## src/rtl/fetch_stage.sv

```systemverilog
// fetch_stage: instruction fetch stage.
// Holds the word-addressed program counter, presents it to the instruction
// memory as a combinational read address, and captures the returned word into
// the IF/ID pipeline register. Honours hazard stalls and branch/jump redirects,
// and parks in HALT once the PC runs past the populated IMEM range.
//
// Ports:
//   clk              rising-edge clock
//   rst_n            asynchronous active-low reset
//   stall            hold PC and IF/ID contents
//   redirect         branch/jump taken: load PC from redirect_target, flush IF/ID
//   redirect_target  word address of the redirect destination
//   imem_addr        IMEM read address (= PC)
//   imem_data        IMEM read data, valid in the same cycle
//   ifid_instr       captured instruction
//   ifid_pc          word address of ifid_instr
//   ifid_pc_plus1    ifid_pc + 1
//   ifid_valid       IF/ID holds a real instruction (0 = bubble)
//   halted           high while in HALT
//   fetch_count      saturating count of valid captures since reset
module fetch_stage #(
  parameter logic [31:0] RESET_PC   = 32'd0,
  parameter int unsigned IMEM_DEPTH = 256
) (
  input  logic        clk,
  input  logic        rst_n,
  input  logic        stall,
  input  logic        redirect,
  input  logic [31:0] redirect_target,
  output logic [31:0] imem_addr,
  input  logic [31:0] imem_data,
  output logic [31:0] ifid_instr,
  output logic [31:0] ifid_pc,
  output logic [31:0] ifid_pc_plus1,
  output logic        ifid_valid,
  output logic        halted,
  output logic [31:0] fetch_count
);

  localparam logic [31:0] DEPTH = 32'(IMEM_DEPTH);
  localparam logic [31:0] LAST  = 32'(IMEM_DEPTH - 1);

  typedef enum logic [1:0] {
    BOOT = 2'd0,
    RUN  = 2'd1,
    HALT = 2'd2
  } state_t;

  state_t      state, state_nx;
  logic [31:0] pc, pc_nx;
  logic [31:0] instr_nx, ipc_nx, plus1_nx, cnt_nx;
  logic        valid_nx;
  logic        target_ok;

  assign target_ok = (redirect_target < DEPTH);

  always_ff @(posedge clk or negedge rst_n) begin
    if (!rst_n) begin
      state         <= BOOT;
      pc            <= RESET_PC;
      ifid_instr    <= '0;
      ifid_pc       <= '0;
      ifid_pc_plus1 <= '0;
      ifid_valid    <= 1'b0;
      fetch_count   <= '0;
    end else begin
      state         <= state_nx;
      pc            <= pc_nx;
      ifid_instr    <= instr_nx;
      ifid_pc       <= ipc_nx;
      ifid_pc_plus1 <= plus1_nx;
      ifid_valid    <= valid_nx;
      fetch_count   <= cnt_nx;
    end
  end

  always_comb begin
    state_nx = state;
    pc_nx    = pc;
    instr_nx = ifid_instr;
    ipc_nx   = ifid_pc;
    plus1_nx = ifid_pc_plus1;
    valid_nx = ifid_valid;
    cnt_nx   = fetch_count;
    unique case (state)
      BOOT: begin
        state_nx = RUN;
        if (redirect) begin
          pc_nx    = redirect_target;
          instr_nx = '0;
          valid_nx = 1'b0;
          if (!target_ok) state_nx = HALT;
        end
      end
      RUN: begin
        if (redirect) begin
          // redirect outranks stall: the flushed slot is a bubble either way
          pc_nx    = redirect_target;
          instr_nx = '0;
          valid_nx = 1'b0;
          if (!target_ok) state_nx = HALT;
        end else if (!stall) begin
          instr_nx = imem_data;
          ipc_nx   = pc;
          plus1_nx = pc + 32'd1;
          valid_nx = 1'b1;
          if (fetch_count != '1) cnt_nx = fetch_count + 32'd1;
          pc_nx    = pc + 32'd1;
          // the last populated word is still captured; HALT then bubbles it out
          if (pc >= LAST) state_nx = HALT;
        end
      end
      HALT: begin
        valid_nx = 1'b0;
        if (redirect) begin
          pc_nx    = redirect_target;
          instr_nx = '0;
          if (target_ok) state_nx = RUN;
        end
      end
      default: state_nx = BOOT;
    endcase
  end

  assign imem_addr = pc;
  assign halted    = (state == HALT);

endmodule

```

## config.mk

```make
export PLATFORM = sky130hd
export DESIGN_NAME = fetch_stage
export DESIGN_NICKNAME = d
export VERILOG_FILES = /design/src/rtl/fetch_stage.sv
export SDC_FILE = /design/constraint.sdc
export NUM_CORES = 1
export LEC_CHECK = 0
export CAP_MARGIN = 10
export CORE_ASPECT_RATIO = 1.25
export CORE_UTILIZATION = 52
export CTS_CLUSTER_DIAMETER = 100
export CTS_CLUSTER_SIZE = 12
export DETAILED_ROUTE_END_ITERATION = 12
export PLACE_DENSITY = 0.95
export SYNTH_ARGS = -nofsm -noshare
export SYNTH_HDL_FRONTEND = slang
export SYNTH_SLANG_ARGS = --single-unit
```

## constraint.sdc

```tcl
create_clock -name clk -period 4.25 [get_ports clk]
set_input_delay 0.6375 -clock clk [delete_from_list [all_inputs] [get_ports clk]]
set_output_delay 0.6375 -clock clk [all_outputs]
set_load 0.1 [all_outputs]
```

==> results.tsv <==
stage	metric	value	unit
run_status	result_of_the_run	finished, violations left	
run_status	failed_checks	design-rule violations	
global_routing	via_count_of_the_first_global_routing_pass	7214	
cts	cts-buffers-inserted	17	
routing	antenna_left	0	
worst_setup_path	critical_path.startpoint_type	flop	
sta	timing.final.crit_share	0.7337	
min_path	hold_path_class	in2async	
worst_setup_path	reg2reg_slack	1.22	ns
global_routing	globalRouteOverflowTotal	0	
finish	final_net_count	1126	
worst_setup_path	setup.worst_path.class	reg2out	
worst_setup_path	slowest_delay	1.19	ns
placement	globalplace.congestion	0.9315	
finish	area_delta_synth_final	37.46	%
sta	timing.max_slew.rel_slack	0.2947	
routing	dr_total_vias	7256	
routing	drt_pre_antenna_iters	10	
cts	cts_tree	built	
routing	detail_route.iter0.violations	678	
synth	synth_cell_type_count	52	
placement	place_worst_setup_slack	0.8864	ns
die	core_region_area	14530	um2
synth	synth_enable_flop_cells	0	
sta	final_max_slew_viol_count	0	
die	rows	49	
sta	worst_slew_pin_slew	1.055	ns
sta	rsz0062_at_grt	no	
worst_setup_path	timing.critical_path.depth	3	
sta	hold_viol	0	
placement	dp_hpwl	16.28	mm
sta	setup_tns	0	ns
sta	clock_skew_after_layout	0.006954	ns
cts	ctsRootBufferMaster	clkbuf_16	
worst_setup_path	worstPathCellList	inv_1, ha_1, clkdlybuf4s50_1	
die	floorplan.io_pins	230	
synth	syn-instance-count	858	
worst_setup_path	critPathArrivalTime	2.48	ns
synth	ys_seq_area_frac	0.5206	
global_routing	antenna_violations_before_repair	0	
flow_run	cap_viol_max_count	0	
synth	syn_area_per_cell	9.132	um2
die	vertical_die_dimension	139.2	um
global_routing	global_route_wire_length_before_repair	37.50	mm
sta	period_needed	3.118	ns
cts	clk-insertion-delay-late	0.43	ns
synth	mappedNetlistNets	932	
cts	worst_setup_hold_path_clk_slew	0.06	ns
cts	cts.repair_timing.setup_buffer_count	0	
finish	final-seq-area	4079	um2
cts	numClockSinks	163	
worst_setup_path	r2r.worst_path.cells	7	
worst_setup_path	critical_path.top_delay_family	buffers and inverters	
die	initial_core_util	0.5392	
worst_setup_path	critical_path.endpoint_type	output pin	
sta	fmax	320.7	MHz
global_routing	track_usage	0.3077	
routing	drc_errors	15	
worst_setup_path	path_buf_inv	2	
synth	synth_top_flop_cell	dfrtp_1	
synth	ys_seq_elements	163	
die	die_area	15570	um2
synth	yosys_synthesis_warning_count	0	
cts	post_cts_resize_count	0	
synth	synthesis.area	7835	um2
sta	final_critical_path_setup_slack	1.132	ns
finish	final.fill_count	948	
die	fp.dieW	111.8	um
cts	post_cts_hold_buffer_count	0	
routing	detail_route.vias_per_cell	5.842	
finish	post_route_cells_drive_above_1_share	0.05451	
worst_setup_path	crit_slowest_cell	clkdlybuf4s50_1	
global_routing	grt_start_max_net_pins	112	
worst_setup_path	crit_path_max_fanout	7	
worst_setup_path	cp_data_required_time	3.61	ns
finish	combined_area_of_the_multi_input_logic_cells	3477	um2
sta	setup_violations	0	
cts	clock_buffer_depth	2	
synth	fraction_of_registers_with_async_set_or_reset_after_synthesis	1.000	
cts	cts-htree-levels	4	
routing	drt-total-wl	23.38	mm
placement	port_buffers	229	
routing	routed_len_inst	18.83	um
finish	diodes	0	
final cells by class:
type,instances,share of cell area
sequential,163,0.3787
multi-input combinational,620,0.3228
timing repair buffer,238,0.2215
clock buffer,22,0.04217
tap,178,0.02068
clock inverter,9,0.009875
inverter,12,0.004182
cells by family after synthesis:
group                    count (synthesis)  synth area share
AO/OA/AOI/OAI                          170            0.1300
XOR/XNOR                                60           0.06707
adder cells (fa/ha/maj)                  6          0.009581
buffers and inverters                   75           0.03785
flip-flops                             163            0.5206
multiplexers                             6          0.008304
AND/OR/NAND/NOR                        378            0.2266
flip-flops by register name, indices dropped and copies added (netlist names):
register,flops
ifid_pc_plus1,32
ifid_instr,32
imem_addr,32
state,2
ifid_valid,1
fetch_count,32
ifid_pc,32
routing by layer:
metal	wire, um	GRT usage	vias to the layer above	part of all wire
met1	8657	0.3602	3498	0.37
met3	2046	0.09277	48	0.087
met2	12100	0.5296	376	0.52
li1	-	-	3334	-
met4	575	0.1159	0	0.025
met5	0	0	-	0
synthesized netlist by cell type (all sizes together), types with 2 or more instances:
cell type	n	area (um2)
buf	11	56.30
o21ai	77	385.4
nand2	233	874.6
nor4	17	142.6
and3	7	43.79
ha	6	75.07
dfrtp	163	4079
a2bb2oi	20	175.2
nor2	26	97.59
nand3	27	135.1
clkbuf	52	195.2
or3	3	18.77
nand4	23	143.9
xnor2	25	219.0
o211ai	2	15.01
o41ai	2	17.52
mux2	4	45.04
mux2i	2	20.02
and2	4	25.02
xor2	35	306.5
or4	6	48.80
o22ai	22	137.6
nor3b	4	35.03
and4	7	61.31
a21oi	34	170.2
inv	12	45.04
a31oi	2	12.51
nor3	16	110.1
cell usage in the layout (no fill, tap or decap), types with 23 or more instances in the layout:
cell type and count:
nand2_1 233, clkdlybuf4s50_1 228, dfrtp_1 163, o21ai_0 74, xor2_1 35, a21oi_1 34
nand3_1 27, nor2_1 26, xnor2_1 25, nand4_1 23
through the flow:
stage / hold slack, ns / cells / cell area [um2] / util
2_1_floorplan: 0.3419 / 858 / 7835 / -
3_3_place_gp: 0.4588 / 1211 / 10210 / 0.7027
3_5_place_dp: 0.4620 / 1211 / 10210 / 0.7027
4_1_cts: 0.4112 / 1242 / 10770 / 0.7412
5_1_grt: 0.4608 / 1242 / 10770 / 0.7412
6_report: 0.3750 / 1242 / 10770 / 0.7412
final timing paths:
check | end | from
worst max register to register | fetch_count[19] | state[1]
worst max-delay path | halted | state[0]
worst min register to register | ifid_pc[11] | ifid_pc[11]
min in group clk | ifid_pc[11] | ifid_pc[11]
max in group asynchronous | imem_addr[17] | rst_n
worst min-delay path | fetch_count[14] | rst_n
Power is left out: the tool's default activity adds up to more than one toggle a clock period on the data nets, which glitch-free logic cannot reach.
==> patch: new RTL, config.mk and constraints unchanged <==
Add an input register stage for `redirect_target`, cleared by the reset; this delays it by one clock. The other inputs are not delayed to match.
--- a/src/rtl/fetch_stage.sv
+++ b/src/rtl/fetch_stage.sv
@@ -46,13 +46,23 @@
     HALT = 2'd2
   } state_t;
 
+  logic [31:0] redirect_target_q;
+
+  always_ff @(posedge clk or negedge rst_n) begin
+    if (!rst_n) begin
+      redirect_target_q <= '0;
+    end else begin
+      redirect_target_q <= redirect_target;
+    end
+  end
+
   state_t      state, state_nx;
   logic [31:0] pc, pc_nx;
   logic [31:0] instr_nx, ipc_nx, plus1_nx, cnt_nx;
   logic        valid_nx;
   logic        target_ok;
 
-  assign target_ok = (redirect_target < DEPTH);
+  assign target_ok = (redirect_target_q < DEPTH);
 
   always_ff @(posedge clk or negedge rst_n) begin
     if (!rst_n) begin
@@ -86,7 +96,7 @@
       BOOT: begin
         state_nx = RUN;
         if (redirect) begin
-          pc_nx    = redirect_target;
+          pc_nx    = redirect_target_q;
           instr_nx = '0;
           valid_nx = 1'b0;
           if (!target_ok) state_nx = HALT;
@@ -95,7 +105,7 @@
       RUN: begin
         if (redirect) begin
           // redirect outranks stall: the flushed slot is a bubble either way
-          pc_nx    = redirect_target;
+          pc_nx    = redirect_target_q;
           instr_nx = '0;
           valid_nx = 1'b0;
           if (!target_ok) state_nx = HALT;
@@ -113,7 +123,7 @@
       HALT: begin
         valid_nx = 1'b0;
         if (redirect) begin
-          pc_nx    = redirect_target;
+          pc_nx    = redirect_target_q;
           instr_nx = '0;
           if (target_ok) state_nx = RUN;
         end
Function: changed (Yosys sat finds a counterexample within 4 cycles, from zero or initial values and one cycle with rst_n low).
==> patch against the original RTL <==
  * Sequential cell count grew 32
  * Worst setup slack lost 0.029 ns
  * Non-clock buffer count grew 1
  * First-iteration DRC count grew 11%
  * Sequential share of layout area grew 4.2 points
  * Routed wire length shrank 2.7%
  * Area after synthesis grew 10%
  * Design area grew 7.7%
Power is not shown: default switching activity piles up to over one toggle a cycle in this logic, so the estimate is an artifact.
==> patch: results (changes against the original RTL) <==
<table>
<tr><th>Metric</th><th>Value</th></tr>
<tr><th colspan="2">Timing</th></tr>
<tr><td>Clk_skew</td><td>0.00588 ns (was 0.00695 ns)</td></tr>
<tr><td>Max-Slew Margin vs Limit</td><td>29.0% (was 29.5%)</td></tr>
<tr><th colspan="2">Place</th></tr>
<tr><td>Final Wtd Congestion</td><td>0.910 (was 0.932)</td></tr>
<tr><td>Placed Cells</td><td>1292 (was 1211)</td></tr>
<tr><th colspan="2">Yosys</th></tr>
<tr><td>Synthesized netlist net count</td><td>974 (was 932)</td></tr>
<tr><td>Part of the Yosys area used for sequential elements</td><td>56.5% (was 52.1%)</td></tr>
<tr><td>Xor-xnor portion of the synthesized cell area</td><td>6.19% (was 6.71%)</td></tr>
<tr><td>Portion of netlist area occupied by mux cells</td><td>0.609% (was 0.830%)</td></tr>
<tr><td>Yosys cell types</td><td>47 (was 52)</td></tr>
<tr><th colspan="2">Critical path</th></tr>
<tr><td>R2R Path End</td><td>fetch_count[31] (was fetch_count[19])</td></tr>
<tr><td>Arrival time of data at the critical path endpoint</td><td>2.51 ns (was 2.48 ns)</td></tr>
<tr><th colspan="2">Drt</th></tr>
<tr><td>Vias after detailed routing</td><td>7488 (was 7256)</td></tr>
<tr><td>M1 WL</td><td>8730 µm (was 8660 µm)</td></tr>
<tr><td>WL met2</td><td>11500 µm (was 12100 µm)</td></tr>
<tr><td>Post-DR wirelength/cell</td><td>17.2 µm (was 18.8 µm)</td></tr>
<tr><th colspan="2">Final layout</th></tr>
<tr><td>Fraction of area in registers</td><td>42.1% (was 37.9%)</td></tr>
<tr><td>Final nets</td><td>1169 (was 1126)</td></tr>
<tr><td>Number of clock buffer instances in the layout</td><td>23 (was 22)</td></tr>
<tr><td>Area of combinational cells with multiple inputs</td><td>0.00349 mm² (was 0.00348 mm²)</td></tr>
<tr><td>Layout buffer count excluding clock buffers</td><td>239 (was 238)</td></tr>
<tr><td>Fill cell instance count of the final layout</td><td>1116 (was 948)</td></tr>
<tr><td>Total number of multi-input combinational cells</td><td>635 (was 620)</td></tr>
<tr><th colspan="2">Global routing</th></tr>
<tr><td>First-pass GRT wire length</td><td>36200 µm (was 37500 µm)</td></tr>
<tr><td>Largest net degree at the start of global routing</td><td>128 (was 112)</td></tr>
<tr><td>Met2 GRT Util</td><td>46.3% (was 53.0%)</td></tr>
<tr><th colspan="2">CTS</th></tr>
<tr><td>Total clock sinks</td><td>195 (was 163)</td></tr>
<tr><th colspan="2">Status</th></tr>
<tr><td>Status</td><td>finished, final reports clean (was finished with violations)</td></tr>
</table>
-- patch: changes by cell type in the layout (fill, tap and decap cells not counted), moves of 3 or more --
cell	delta
sky130_fd_sc_hd__xnor2_1	+8
sky130_fd_sc_hd__and3_1	+5
sky130_fd_sc_hd__inv_1	-5
sky130_fd_sc_hd__xor2_1	-7
sky130_fd_sc_hd__and4_1	+3
sky130_fd_sc_hd__nand2_1	+12
sky130_fd_sc_hd__dfrtp_1	+32
sky130_fd_sc_hd__nor3_2	-6
sky130_fd_sc_hd__nor2_1	+9
sky130_fd_sc_hd__a21oi_1	-5
sky130_fd_sc_hd__o21ai_0	-3
-- patch: metrics by stage --
step                      hold slack [ns]  area (µm²)  setup WS (ns)
final                               0.371       11600           1.10
after global routing                0.447       11600           1.03
after CTS                           0.416       11600           1.11
after detailed placement            0.462       11000           1.05
after global placement              0.458       11000           1.16
after floorplan                     0.342        8630           1.46
